**src/rtl/text_line_renderer_pkg.sv**
```systemverilog
// Shared definitions for the text line renderer: character codes of the
// font ROM, glyph geometry and the sequencer state encoding.
package text_line_renderer_pkg;

   localparam int GLYPH_W = 8;
   localparam int GLYPH_H = 8;

   localparam logic [4:0] CH_0     = 5'd0;
   localparam logic [4:0] CH_1     = 5'd1;
   localparam logic [4:0] CH_2     = 5'd2;
   localparam logic [4:0] CH_3     = 5'd3;
   localparam logic [4:0] CH_4     = 5'd4;
   localparam logic [4:0] CH_5     = 5'd5;
   localparam logic [4:0] CH_6     = 5'd6;
   localparam logic [4:0] CH_7     = 5'd7;
   localparam logic [4:0] CH_8     = 5'd8;
   localparam logic [4:0] CH_9     = 5'd9;
   localparam logic [4:0] CH_COLON = 5'd10;
   localparam logic [4:0] CH_SLASH = 5'd11;
   localparam logic [4:0] CH_DASH  = 5'd12;
   localparam logic [4:0] CH_SPACE = 5'd13;
   localparam logic [4:0] CH_C     = 5'd14;
   localparam logic [4:0] CH_EQ    = 5'd19;
   localparam logic [4:0] CH_L     = 5'd20;
   localparam logic [4:0] CH_E     = 5'd21;
   localparam logic [4:0] CH_D     = 5'd22;
   localparam logic [4:0] CH_O     = 5'd23;
   localparam logic [4:0] CH_X     = 5'd24;

   typedef enum logic [1:0] {
      IDLE  = 2'd0,
      FETCH = 2'd1,
      SHIFT = 2'd2,
      DONE  = 2'd3
   } state_t;

endpackage

```
**src/rtl/text_line_renderer_text_buffer.sv**
```systemverilog
// Line text store: NUM_CHARS x 5-bit register file, one write port,
// one combinational read port, every entry reset to the blank glyph code.
module text_line_renderer_text_buffer
   import text_line_renderer_pkg::*;
#(
   parameter int NUM_CHARS  = 16,
   parameter int BLANK_CODE = 13,
   localparam int AW = $clog2(NUM_CHARS)
) (
   input  logic          clk,
   input  logic          rst,
   input  logic          wr_en,
   input  logic [5:0]    wr_addr,
   input  logic [4:0]    wr_data,
   input  logic [AW-1:0] rd_addr,
   output logic [4:0]    rd_data
);

   logic [4:0] mem [NUM_CHARS];

   // NOTE: this is a small register file, not a RAM macro, so every entry is
   // reset; a real SRAM could not be cleared this way and would need a sweep.
   always_ff @(posedge clk or posedge rst) begin
      if (rst) begin
         for (int i = 0; i < NUM_CHARS; i++) mem[i] <= 5'(BLANK_CODE);
      end else if (wr_en && ({1'b0, wr_addr} < 7'(NUM_CHARS))) begin
         mem[wr_addr[AW-1:0]] <= wr_data;
      end
   end

   // Read is combinational so a write lands only after the fetch that sees it.
   assign rd_data = mem[rd_addr];

endmodule

```
**src/rtl/text_line_renderer.sv**
```systemverilog
// Walks glyph rows and characters of the text buffer through the external
// font ROM and serialises each bitmap byte MSB first on a valid/ready stream.
module text_line_renderer
   import text_line_renderer_pkg::*;
#(
   parameter int NUM_CHARS  = 16,
   parameter int BLANK_CODE = 13,
   localparam int XW = $clog2(NUM_CHARS * 8)
) (
   input  logic          clk,
   input  logic          rst,
   input  logic          wr_en,
   input  logic [5:0]    wr_addr,
   input  logic [4:0]    wr_data,
   input  logic          start,
   input  logic          abort,
   output logic [4:0]    rom_char_code,
   output logic [2:0]    rom_row,
   input  logic [7:0]    rom_bitmap,
   output logic          pix_valid,
   input  logic          pix_ready,
   output logic          pix_data,
   output logic [XW-1:0] pix_x,
   output logic [2:0]    pix_y,
   output logic          line_end,
   output logic          busy,
   output logic          frame_done
);

   localparam int CW = $clog2(NUM_CHARS);
   localparam int BW = $clog2(GLYPH_W);
   localparam logic [CW-1:0] LAST_CHAR = CW'(NUM_CHARS - 1);
   localparam logic [BW-1:0] LAST_BIT  = BW'(GLYPH_W - 1);
   localparam logic [2:0]    LAST_ROW  = 3'(GLYPH_H - 1);

   state_t          state, state_nxt;
   logic [CW-1:0]   char_idx, char_nxt;
   logic [2:0]      row_idx, row_nxt;
   logic [BW-1:0]   bit_idx, bit_nxt;
   logic [7:0]      shreg, shreg_nxt;
   logic [4:0]      rd_data;

   text_line_renderer_text_buffer #(
      .NUM_CHARS  (NUM_CHARS),
      .BLANK_CODE (BLANK_CODE)
   ) u_text_buffer (
      .clk     (clk),
      .rst     (rst),
      .wr_en   (wr_en),
      .wr_addr (wr_addr),
      .wr_data (wr_data),
      .rd_addr (char_idx),
      .rd_data (rd_data)
   );

   // Indices only move on fetch/accept, so the ROM address holds between fetches.
   assign rom_char_code = rd_data;
   assign rom_row       = row_idx;

   // NOTE: sequential state uses non-blocking assignments so every register
   // samples the pre-edge values computed by the combinational block.
   always_ff @(posedge clk or posedge rst) begin
      if (rst) begin
         state    <= IDLE;
         char_idx <= '0;
         row_idx  <= '0;
         bit_idx  <= '0;
         shreg    <= '0;
      end else begin
         state    <= state_nxt;
         char_idx <= char_nxt;
         row_idx  <= row_nxt;
         bit_idx  <= bit_nxt;
         shreg    <= shreg_nxt;
      end
   end

   // NOTE: every signal written here gets a default first; a path that skips an
   // assignment would otherwise infer a latch.
   always_comb begin
      state_nxt = state;
      char_nxt  = char_idx;
      row_nxt   = row_idx;
      bit_nxt   = bit_idx;
      shreg_nxt = shreg;

      unique case (state)
         IDLE: begin
            if (start) begin
               state_nxt = FETCH;
               char_nxt  = '0;
               row_nxt   = '0;
            end
         end
         FETCH: begin
            shreg_nxt = rom_bitmap;
            bit_nxt   = '0;
            state_nxt = SHIFT;
         end
         SHIFT: begin
            if (pix_ready) begin
               shreg_nxt = {shreg[6:0], 1'b0};
               bit_nxt   = bit_idx + 1'b1;
               if (bit_idx == LAST_BIT) begin
                  if (char_idx != LAST_CHAR) begin
                     char_nxt  = char_idx + 1'b1;
                     state_nxt = FETCH;
                  end else if (row_idx != LAST_ROW) begin
                     char_nxt  = '0;
                     row_nxt   = row_idx + 1'b1;
                     state_nxt = FETCH;
                  end else begin
                     state_nxt = DONE;
                  end
               end
            end
         end
         DONE: state_nxt = IDLE;
         default: state_nxt = IDLE;
      endcase

      // Abort overrides any transition, including one caused by an accept.
      if (abort && (state != IDLE)) state_nxt = IDLE;
   end

   always_comb begin
      pix_valid  = (state == SHIFT);
      pix_data   = (state == SHIFT) && shreg[7];
      pix_x      = (state == SHIFT) ? {char_idx, bit_idx} : '0;
      pix_y      = (state == SHIFT) ? row_idx : '0;
      line_end   = (state == SHIFT) && (char_idx == LAST_CHAR) && (bit_idx == LAST_BIT);
      busy       = (state != IDLE);
      frame_done = (state == DONE);
   end

endmodule

```
**config.mk**
```make
export PLATFORM = sky130hd
export DESIGN_NAME = text_line_renderer
export DESIGN_NICKNAME = d
export VERILOG_FILES = /design/src/rtl/text_line_renderer_pkg.sv /design/src/rtl/text_line_renderer_text_buffer.sv /design/src/rtl/text_line_renderer.sv
export SDC_FILE = /design/constraint.sdc
export NUM_CORES = 1
export LEC_CHECK = 0
export CAP_MARGIN = 20
export CELL_PAD_IN_SITES_DETAIL_PLACEMENT = 0
export CELL_PAD_IN_SITES_GLOBAL_PLACEMENT = 1
export CORE_ASPECT_RATIO = 1.1
export CORE_MARGIN = 4
export CORE_UTILIZATION = 35
export DETAILED_ROUTE_END_ITERATION = 16
export GPL_TIMING_DRIVEN = 0
export PLACE_DENSITY = 0.62
export SLEW_MARGIN = 20
export SYNTH_ARGS = -nofsm -noshare
export SYNTH_HDL_FRONTEND = slang
export SYNTH_SLANG_ARGS = --single-unit
```
**constraint.sdc**
```tcl
create_clock -name clk -period 3.35 [get_ports clk]
set_clock_uncertainty 0.1 [all_clocks]
set_input_delay 0.5025 -clock clk [delete_from_list [all_inputs] [get_ports clk]]
set_output_delay 0.5025 -clock clk [all_outputs]
set_load 0.01 [all_outputs]
```
==> results.yml <==
die:
  die-height_um: 134
  start_util_pct: 36.2
  die-area_mm2: 0.0164
  row_count: 45
  ios: 48
  core_mm2: 0.0140
  die_width_um: 123
cells_and_area:
  area_delta_synth_final_pct: 20.5
  final_common_cell: "mux2_2"
  layout_common_cells: "mux2_2, dfrtp_1, dfstp_2"
  antennaDiodeCount: 0
  fin_cells: 643
  drive_above_1_share_pct: 40.2
  fillers: 1343
  nets: 480
  fin_util_pct: 43.6
pwr:
  total_power_mw: 3.13
  power.density_mw_per_mm2: 514
  ir_drop_v: 0.000238
  p_leak_nw: 2.52
route:
  vias_per_cell: 5.14
  routedWlPerCell_um: 19.5
  drc: 0
  dr.pass1.iters: 4
  totalWireLength_mm: 12.6
  drt_iter0_markers: 128
  ant_nets: 0
  vias: 3302
timing:
  tightest_slew_ns: 0.660
  slew_violations: 0
  hold_violations: 0
  setup_viol: 0
  relSlewSlack_pct: 56.0
  fmax_mhz: 314
  fin_crit_ns: 3.19
  grt_setup_unrepaired: "no"
  whs_ns: 0.405
  fin_crit_sh_pct: 95.1
cts:
  numCtsBuffers: 9
  cts.sink_count: 100
  cts-resized-gates: 0
  tritoncts: "yes"
  clk_pin_slew_ns: 0.07
  cts_hold_buffers: 0
  clock_path_buffers: 2
  cts_setup_buffers: 0
  cts_max_level: 3
  cts-root-buf: "clkbuf_16"
  clkLatencyLatePin_ns: 0.35
setup_path:
  cp-start-kind: "flop"
  worst-endpoint-required_ns: 2.75
  critical_path_arrival_ns: 2.58
  critPathCaptureType: "output port"
  path_max_fanout: 10
  criticalPathCategory: "flop to output port"
  r2r_cells: 6
hold_path:
  hold_depth: 1
  hp-class: "flop to flop"
global_route:
  grt_pass1_vias: 3561
  overflow: 0
  grt_pass1_wl_mm: 20.1
  grt_usage_pct: 16.4
  grt_max_degree: 55
  antenna_found_initial: 0
synthesis:
  synth_top_family_by_area: "multiplexers"
  synth-compound-area-share_pct: 6.26
  synth_ff_type: "dfrtp_1"
  synth_fp_nets: 423
  synthAdderAreaFrac_pct: 1.24
  synth_xor_area_share_pct: 0.173
  avgSynthCellArea_um2: 12.9
  syn_area_mm2: 0.00506
  yosys_warnings: 0
  synth_edf_count: 0
  netlist_instances: 393
  ys_seq_area_share_pct: 50.7
  ys_async_sr_fraction_pct: 100
  ys_ff_latch: 100
  synth.distinct_cells: 45
  synthSimpleGateAreaFrac_pct: 10.1
  synth.area.mux_share_pct: 28.6
run_status:
  outcome: "finished, final reports clean"
placed_design:
  place.port_buffers: 45
  place_hpwl_mm: 8.94
  place_congestion: 0.733
  place_inst: 627
job:
  maxCapViolations: 0
-- where the power goes --
group / internal [mW] / switching, mW / total, mW
clock network: 0.672 / 0.463 / 1.14
registers: 1.43 / 0.0941 / 1.53
logic: 0.258 / 0.211 / 0.469
-- Yosys cell counts, types with 2 or more instances --
| master | number | area share [%] |
|---|---|---|
| mux2_2 | 84 | 19 |
| dfrtp_1 | 52 | 26 |
| dfstp_2 | 48 | 25 |
| nand2_1 | 29 | 2.2 |
| mux2i_1 | 16 | 3.2 |
| nor2_1 | 16 | 1.2 |
| a21oi_1 | 15 | 1.5 |
| mux4_2 | 15 | 6.7 |
| clkbuf_1 | 13 | 0.97 |
| and2_1 | 10 | 1.2 |
| a211oi_1 | 8 | 1.2 |
| and3_1 | 8 | 0.99 |
| inv_1 | 8 | 0.59 |
| nor2b_1 | 7 | 0.87 |
| o21ai_0 | 7 | 0.69 |
| a22o_1 | 5 | 0.87 |
| buf_2 | 5 | 0.49 |
| ha_1 | 5 | 1.2 |
| nand2b_1 | 4 | 0.49 |
| nand3_1 | 3 | 0.30 |
| a21o_1 | 2 | 0.30 |
| a22oi_1 | 2 | 0.30 |
| buf_1 | 2 | 0.15 |
| buf_4 | 2 | 0.30 |
| buf_6 | 2 | 0.45 |
| nand4_1 | 2 | 0.25 |
| nand4b_1 | 2 | 0.35 |
| nor2_4 | 2 | 0.45 |
| o2111ai_1 | 2 | 0.35 |
| o22ai_1 | 2 | 0.25 |
-- through the flow --
stage | setup slack [ns] | instance area [um2] | setup TNS [ns]
2_1_floorplan | 0.208 | 5060 | 0
3_3_place_gp | -1.40 | 5740 | -90.93
3_5_place_dp | 0.545 | 5770 | 0
4_1_cts | 0.140 | 6090 | 0
5_1_grt | 0.0327 | 6090 | 0
6_report | 0.163 | 6090 | 0
-- cells by family (layout without fill, tap and decap cells) --
group,count (synthesis),count (layout)
AOI/OAI and AO/OA,47,47
xor gates and xnor gates,1,1
buffers and inverters,32,94
adders and majority gates,5,5
DFF,100,100
muxes,115,115
and+or+nand+nor,93,93
-- metal layers --
metal | global-route usage (%) | routed length [um] | vias to the layer above
met2 | 26.6 | 6160 | 58
met3 | 2.53 | 345 | 19
li1 | - | - | 1541
met4 | 6.85 | 341 | 0
met5 | 0 | 0 | -
met1 | 21.8 | 5700 | 1684
-- sequential cells by signal, summed over array words and instances, names as in the netlist --
signal and count:
u_text_buffer.mem 80, shreg 8, char_idx 4, bit_idx 3
rom_row 3, state 2
-- area by class of cell --
type | count | area [um2] | area share [%]
Sequential cell | 100 | 2560 | 42.1
Multi-Input combinational cell | 261 | 2340 | 38.5
Timing Repair Buffer | 46 | 478 | 7.85
Clock buffer | 11 | 243 | 3.98
Tap cell | 188 | 235 | 3.86
Buffer | 24 | 119 | 1.95
Clock inverter | 5 | 75.1 | 1.23
Inverter | 8 | 35.0 | 0.575
-- worst max-delay path: stages, from the launching register on --
cell and delay, ns:
dfrtp_1 0.32, buf_4 0.17, clkbuf_1 0.53, mux4_2 0.41, a22oi_1 0.20, nand2_1 0.10
clkdlybuf4s50_1 0.49
-- worst paths after layout --
path	start	to	slack [ns]
setup reg to reg	rom_row[0]	rom_row[0]	1.31
hold / removal	u_text_buffer.mem[21]	u_text_buffer.mem[21]	0.41
setup / recovery	char_idx[2]	rom_char_code[4]	0.16
hold reg to reg	u_text_buffer.mem[21]	u_text_buffer.mem[21]	0.41
max in group asynchronous	rst	u_text_buffer.mem[67]	2.02
min in group asynchronous	rst	shreg[3]	0.44
(Power assumes the default switching activity.)
==> RTL edit 1 (config.mk and constraints unchanged) <==
The 4 states of `state_t` get a one-hot encoding in 4 bits.
--- a/src/rtl/text_line_renderer_pkg.sv
+++ b/src/rtl/text_line_renderer_pkg.sv
@@ -29,7 +29,7 @@
 
-   typedef enum logic [1:0] {
-      IDLE  = 2'd0,
-      FETCH = 2'd1,
-      SHIFT = 2'd2,
-      DONE  = 2'd3
+   typedef enum logic [3:0] {
+      IDLE  = 4'b0001,
+      FETCH = 4'b0010,
+      SHIFT = 4'b0100,
+      DONE  = 4'b1000
    } state_t;
Formal check against the unedited RTL: no difference found for any inputs over 10 cycles, from zero or initial values and one cycle with rst high; not proved beyond that.
==> RTL edit 1 against the unedited design <==
Setup slack got worse by 8.1 ps. Via count decreased by 1.8%. Total power increased by 3.0%. First-iteration DRC count increased by 48%. Utilization about the same. Non-clock buffer count decreased by 4. Sequential power increased by 3%. Worst hold slack got worse by 24 ps. Sequential cell count increased by 2. Final cell count decreased by 1.6%. Cell area increased by 0.10%. Routed wire length decreased by 4.5%. Synthesized area decreased by 0.64%. Synthesized cell count decreased by 2.5%. Critical endpoint is now rom_char_code[2].
==> RTL edit 1: results (changes against the unedited design) <==
INFO  metric status = complete, no violations (unchanged)
INFO  metric timing.rr.end = shreg[2] (was rom_row[0])
INFO  metric average_instance_area_after_synthesis = 13.1 um2 (was 12.9 um2)
INFO  metric final_layout_size_suffix_gt1_frac = 0.416 (was 0.402)
INFO  metric n_fill_cell = 1372 (was 1343)
INFO  metric multi_input_comb_cells = 253 (was 261)
INFO  metric critical_path.endpoint = rom_char_code[2] (was rom_char_code[4])
INFO  metric fraction_of_met2_tracks_used_by_global_routing = 0.241 (was 0.266)
INFO  metric cts.repair.resized = 2 (was 0)
INFO  metric clock_area_frac = 0.0570 (was 0.0522)
INFO  metric fin_nets = 470 (was 480)
INFO  metric finalWorstSetupSlack = 154 ps (was 163 ps)
INFO  metric post-dp-hpwl = 8540 um (was 8940 um)
INFO  metric routed_wl = 12000 um (was 12600 um)
INFO  metric internal_power = 0.00247 W (was 0.00236 W)
INFO  metric layout.cells.non_filler = 633 (was 643)
INFO  metric max-slew-margin-rel = 0.390 (was 0.560)
INFO  metric place.detailed.instances = 617 (was 627)
INFO  metric synth_nets = 413 (was 423)
INFO  metric p_comb_frac = 0.133 (was 0.150)
INFO  metric post_route_cell_area = 6100 um2 (was 6090 um2)
INFO  metric min-delay-path-class = primary input to asynchronous set/reset pin (was flip-flop to flip-flop)
INFO  metric leakage = 2.55 nW (was 2.52 nW)
INFO  metric grt_pass1_wl = 19300 um (was 20100 um)
INFO  metric grt_max_degree = 76 (was 55)
INFO  metric globalRouteTotalUtil = 0.156 (was 0.164)
INFO  metric netSwitchingFraction = 0.235 (was 0.245)
INFO  metric slack_of_the_worst_reg_to_reg_path = 1220 ps (was 1310 ps)
INFO  metric non_clock_buffer_count = 66 (was 70)
INFO  metric dpl_cell_area = 5740 um2 (was 5770 um2)
INFO  metric synth_common_cells = sky130_fd_sc_hd__mux2_2 (80), sky130_fd_sc_hd__dfrtp_1 (53), sky130_fd_sc_hd__dfstp_2 (49), sky130_fd_sc_hd__nand2_1 (40), sky130_fd_sc_hd__mux2i_1 (22) (was sky130_fd_sc_hd__mux2_2 (84), sky130_fd_sc_hd__dfrtp_1 (52), sky130_fd_sc_hd__dfstp_2 (48), sky130_fd_sc_hd__nand2_1 (29))
INFO  metric synth_cell_type_count = 41 (was 45)
INFO  metric growth_of_design_area_from_synthesis_to_finish = 21.4% (was 20.5%)
==> RTL edit 1: cell types whose count changed after synthesis, sizes merged, moves of 4 or more <==
cell,delta
mux2,-4
a21oi,-11
clkbuf,-4
nor2,-5
mux2i,+6
a211oi,-7
nor4b,+4
nand3,+8
nand2,+11
and3,-6
a22o,-4
==> RTL edit 1: cell families after synthesis <==
logic type      Yosys count  share of synthesized area
compound gates           29                     0.0403
simple gates            102                      0.112
buf+inv                  28                     0.0242
mux                     117                      0.290
flops                   102                      0.520
fa+ha+maj                 5                     0.0125
==> RTL edit 1: worst min-delay path by stage <==
stage / from / slack, ps / to
2_1_floorplan: shreg[7] / 350 / shreg[7]
3_3_place_gp: shreg[2] / 370 / shreg[2]
3_5_place_dp: shreg[2] / 380 / shreg[2]
4_1_cts: rst / 390 / shreg[3]
5_1_grt: rst / 420 / shreg[3]
6_report: rst / 380 / u_text_buffer.mem[19]
==> RTL edit 2 (same settings) <==
Without the edit above. `NUM_CHARS` is set to 16 in 2 places; all go to 8.
--- a/src/rtl/text_line_renderer_text_buffer.sv
+++ b/src/rtl/text_line_renderer_text_buffer.sv
@@ -5,3 +5,3 @@
 #(
-   parameter int NUM_CHARS  = 16,
+   parameter int NUM_CHARS  = 8,
    parameter int BLANK_CODE = 13,
--- a/src/rtl/text_line_renderer.sv
+++ b/src/rtl/text_line_renderer.sv
@@ -5,3 +5,3 @@
 #(
-   parameter int NUM_CHARS  = 16,
+   parameter int NUM_CHARS  = 8,
    parameter int BLANK_CODE = 13,
Interface: changed (resized pix_x); port bits go from 48 to 47. The function was not compared with the original's and may differ.
==> RTL edit 2 against the unedited design <==
Total power is 38% lower. Clock power is 40% lower. Sequential power is 41% lower. Synthesized area is 39% lower. Register-to-register slack better by 210 ps. Die area is 37% lower. Sequential cell count is 41 lower. Utilization is 2.5 points higher. Routed wire length is 44% lower. Setup slack better by 74 ps. Cell area is 36% lower. Critical endpoint is now rom_char_code[1].
==> RTL edit 2: results (changes against the unedited design) <==
INFO  metric status = complete, no violations (unchanged)
INFO  metric p_comb_frac = 0.176 (was 0.150)
INFO  metric num_vias = 2093 (was 3302)
INFO  metric synth_nets = 273 (was 423)
INFO  metric leakage = 1.65 nW (was 2.52 nW)
INFO  metric leading_cell_types_by_total_area_after_synthesis = sky130_fd_sc_hd__dfrtp_1 (28%), sky130_fd_sc_hd__dfstp_2 (20%), sky130_fd_sc_hd__mux2_2 (13%) (was sky130_fd_sc_hd__dfrtp_1 (26%), sky130_fd_sc_hd__dfstp_2 (25%), sky130_fd_sc_hd__mux2_2 (19%))
INFO  metric timing.rr.end = char_idx[1] (was rom_row[0])
INFO  metric synth_common_cells = sky130_fd_sc_hd__mux2_2 (36), sky130_fd_sc_hd__dfrtp_1 (35), sky130_fd_sc_hd__dfstp_2 (24), sky130_fd_sc_hd__nand2_1 (19) (was sky130_fd_sc_hd__mux2_2 (84), sky130_fd_sc_hd__dfrtp_1 (52), sky130_fd_sc_hd__dfstp_2 (48), sky130_fd_sc_hd__nand2_1 (29))
INFO  metric synth_compound_area_frac = 0.0626 (about the same)
INFO  metric n_fill_cell = 809 (was 1343)
INFO  metric clock_area_frac = 0.0540 (was 0.0522)
INFO  metric non_clock_inverter_count = 3 (was 8)
INFO  metric timing.rr.start = state[0] (was rom_row[0])
INFO  metric cpPeakStageDelay = 560 ps (was 530 ps)
INFO  metric rr_worst_depth = 4 (was 6)
INFO  metric total_power = 0.00193 W (was 0.00313 W)
INFO  metric synth_xor_xnor_area_share = 0 (was 0.00173)
INFO  metric critical_path.endpoint = rom_char_code[1] (was rom_char_code[4])
INFO  metric ir_drop = 0.234 mV (was 0.238 mV)
INFO  metric timing.critical_path.arrival = 2510 ps (was 2580 ps)
INFO  metric synth_fa_ha_area_frac = 0.0244 (was 0.0124)
INFO  metric routed_wl = 7050 um (was 12600 um)
INFO  metric io_port_bufs = 46 (was 45)
INFO  metric layout.clock_buffers = 10 (was 11)
INFO  metric post-dp-hpwl = 4960 um (was 8940 um)
INFO  metric final_layout_size_suffix_gt1_frac = 0.348 (was 0.402)
INFO  metric grt_pass1_wl = 11700 um (was 20100 um)
INFO  metric seqCellArea = 1510 um2 (was 2560 um2)
INFO  metric fraction_of_met2_tracks_used_by_global_routing = 0.225 (was 0.266)
INFO  metric dpl_cell_area = 3700 um2 (was 5770 um2)
INFO  metric drt_first_iter_violations = 55 (was 128)
INFO  metric fin_nets = 331 (was 480)
INFO  metric clock_tree.root_cell = sky130_fd_sc_hd__clkbuf_8 (was sky130_fd_sc_hd__clkbuf_16)
INFO  metric non_clock_buffer_count = 62 (was 70)
INFO  metric place.detailed.instances = 400 (was 627)
INFO  metric min-delay-path-class = primary input to asynchronous set/reset pin (was flip-flop to flip-flop)
INFO  metric groute.layer.met1.usage = 0.196 (was 0.218)
INFO  metric globalRouteTotalUtil = 0.146 (was 0.164)
INFO  metric worst_max_slew_pin_slew = 863 ps (was 660 ps)
## RTL edit 2: changes by cell type after synthesis, moves of 7 or more
| cell | before | now |
|---|---|---|
| sky130_fd_sc_hd__mux2_2 | 84 | 36 |
| sky130_fd_sc_hd__dfstp_2 | 48 | 24 |
| sky130_fd_sc_hd__dfrtp_1 | 52 | 35 |
| sky130_fd_sc_hd__mux2i_1 | 16 | 3 |
| sky130_fd_sc_hd__nor2_1 | 16 | 3 |
| sky130_fd_sc_hd__a21oi_1 | 15 | 3 |
| sky130_fd_sc_hd__mux2_4 | 0 | 10 |
| sky130_fd_sc_hd__nand2_1 | 29 | 19 |
| sky130_fd_sc_hd__a31oi_1 | 0 | 9 |
| sky130_fd_sc_hd__and3_1 | 8 | 1 |
## RTL edit 2: logic make-up (layout without fill, tap and decap cells)
kind of cell | count (synthesis) | after routing
simple gates | 71 | 71
mux | 59 | 59
flops | 59 | 59
compound gates | 29 | 29
buf+inv | 18 | 81
fa+ha+maj | 6 | 6
## RTL edit 2: how the worst min path moves through the flow
stage	end	slack [ps]
3_3_place_gp	u_text_buffer.mem[24]	390
4_1_cts	u_text_buffer.mem[9]	400
6_report	u_text_buffer.mem[14]	400
3_5_place_dp	u_text_buffer.mem[39]	390
5_1_grt	u_text_buffer.mem[9]	420
2_1_floorplan	u_text_buffer.mem[26]	370
## RTL edit 2: layer usage
layer | wire length, um | vias up
li1 | - | 1004
met1 | 3360 | 1046
met2 | 3350 | 38
met3 | 278 | 5
met4 | 60 | 0
met5 | 0 | -
## RTL edit 2: timing repair
| action | CTS | global route |
|---|---|---|
| hold buffers | 0 | 0 |
| hold endpoints to repair | 0 | 0 |
| setup endpoints to repair | 0 | 1 |
| gates resized for setup | 0 | 2 |
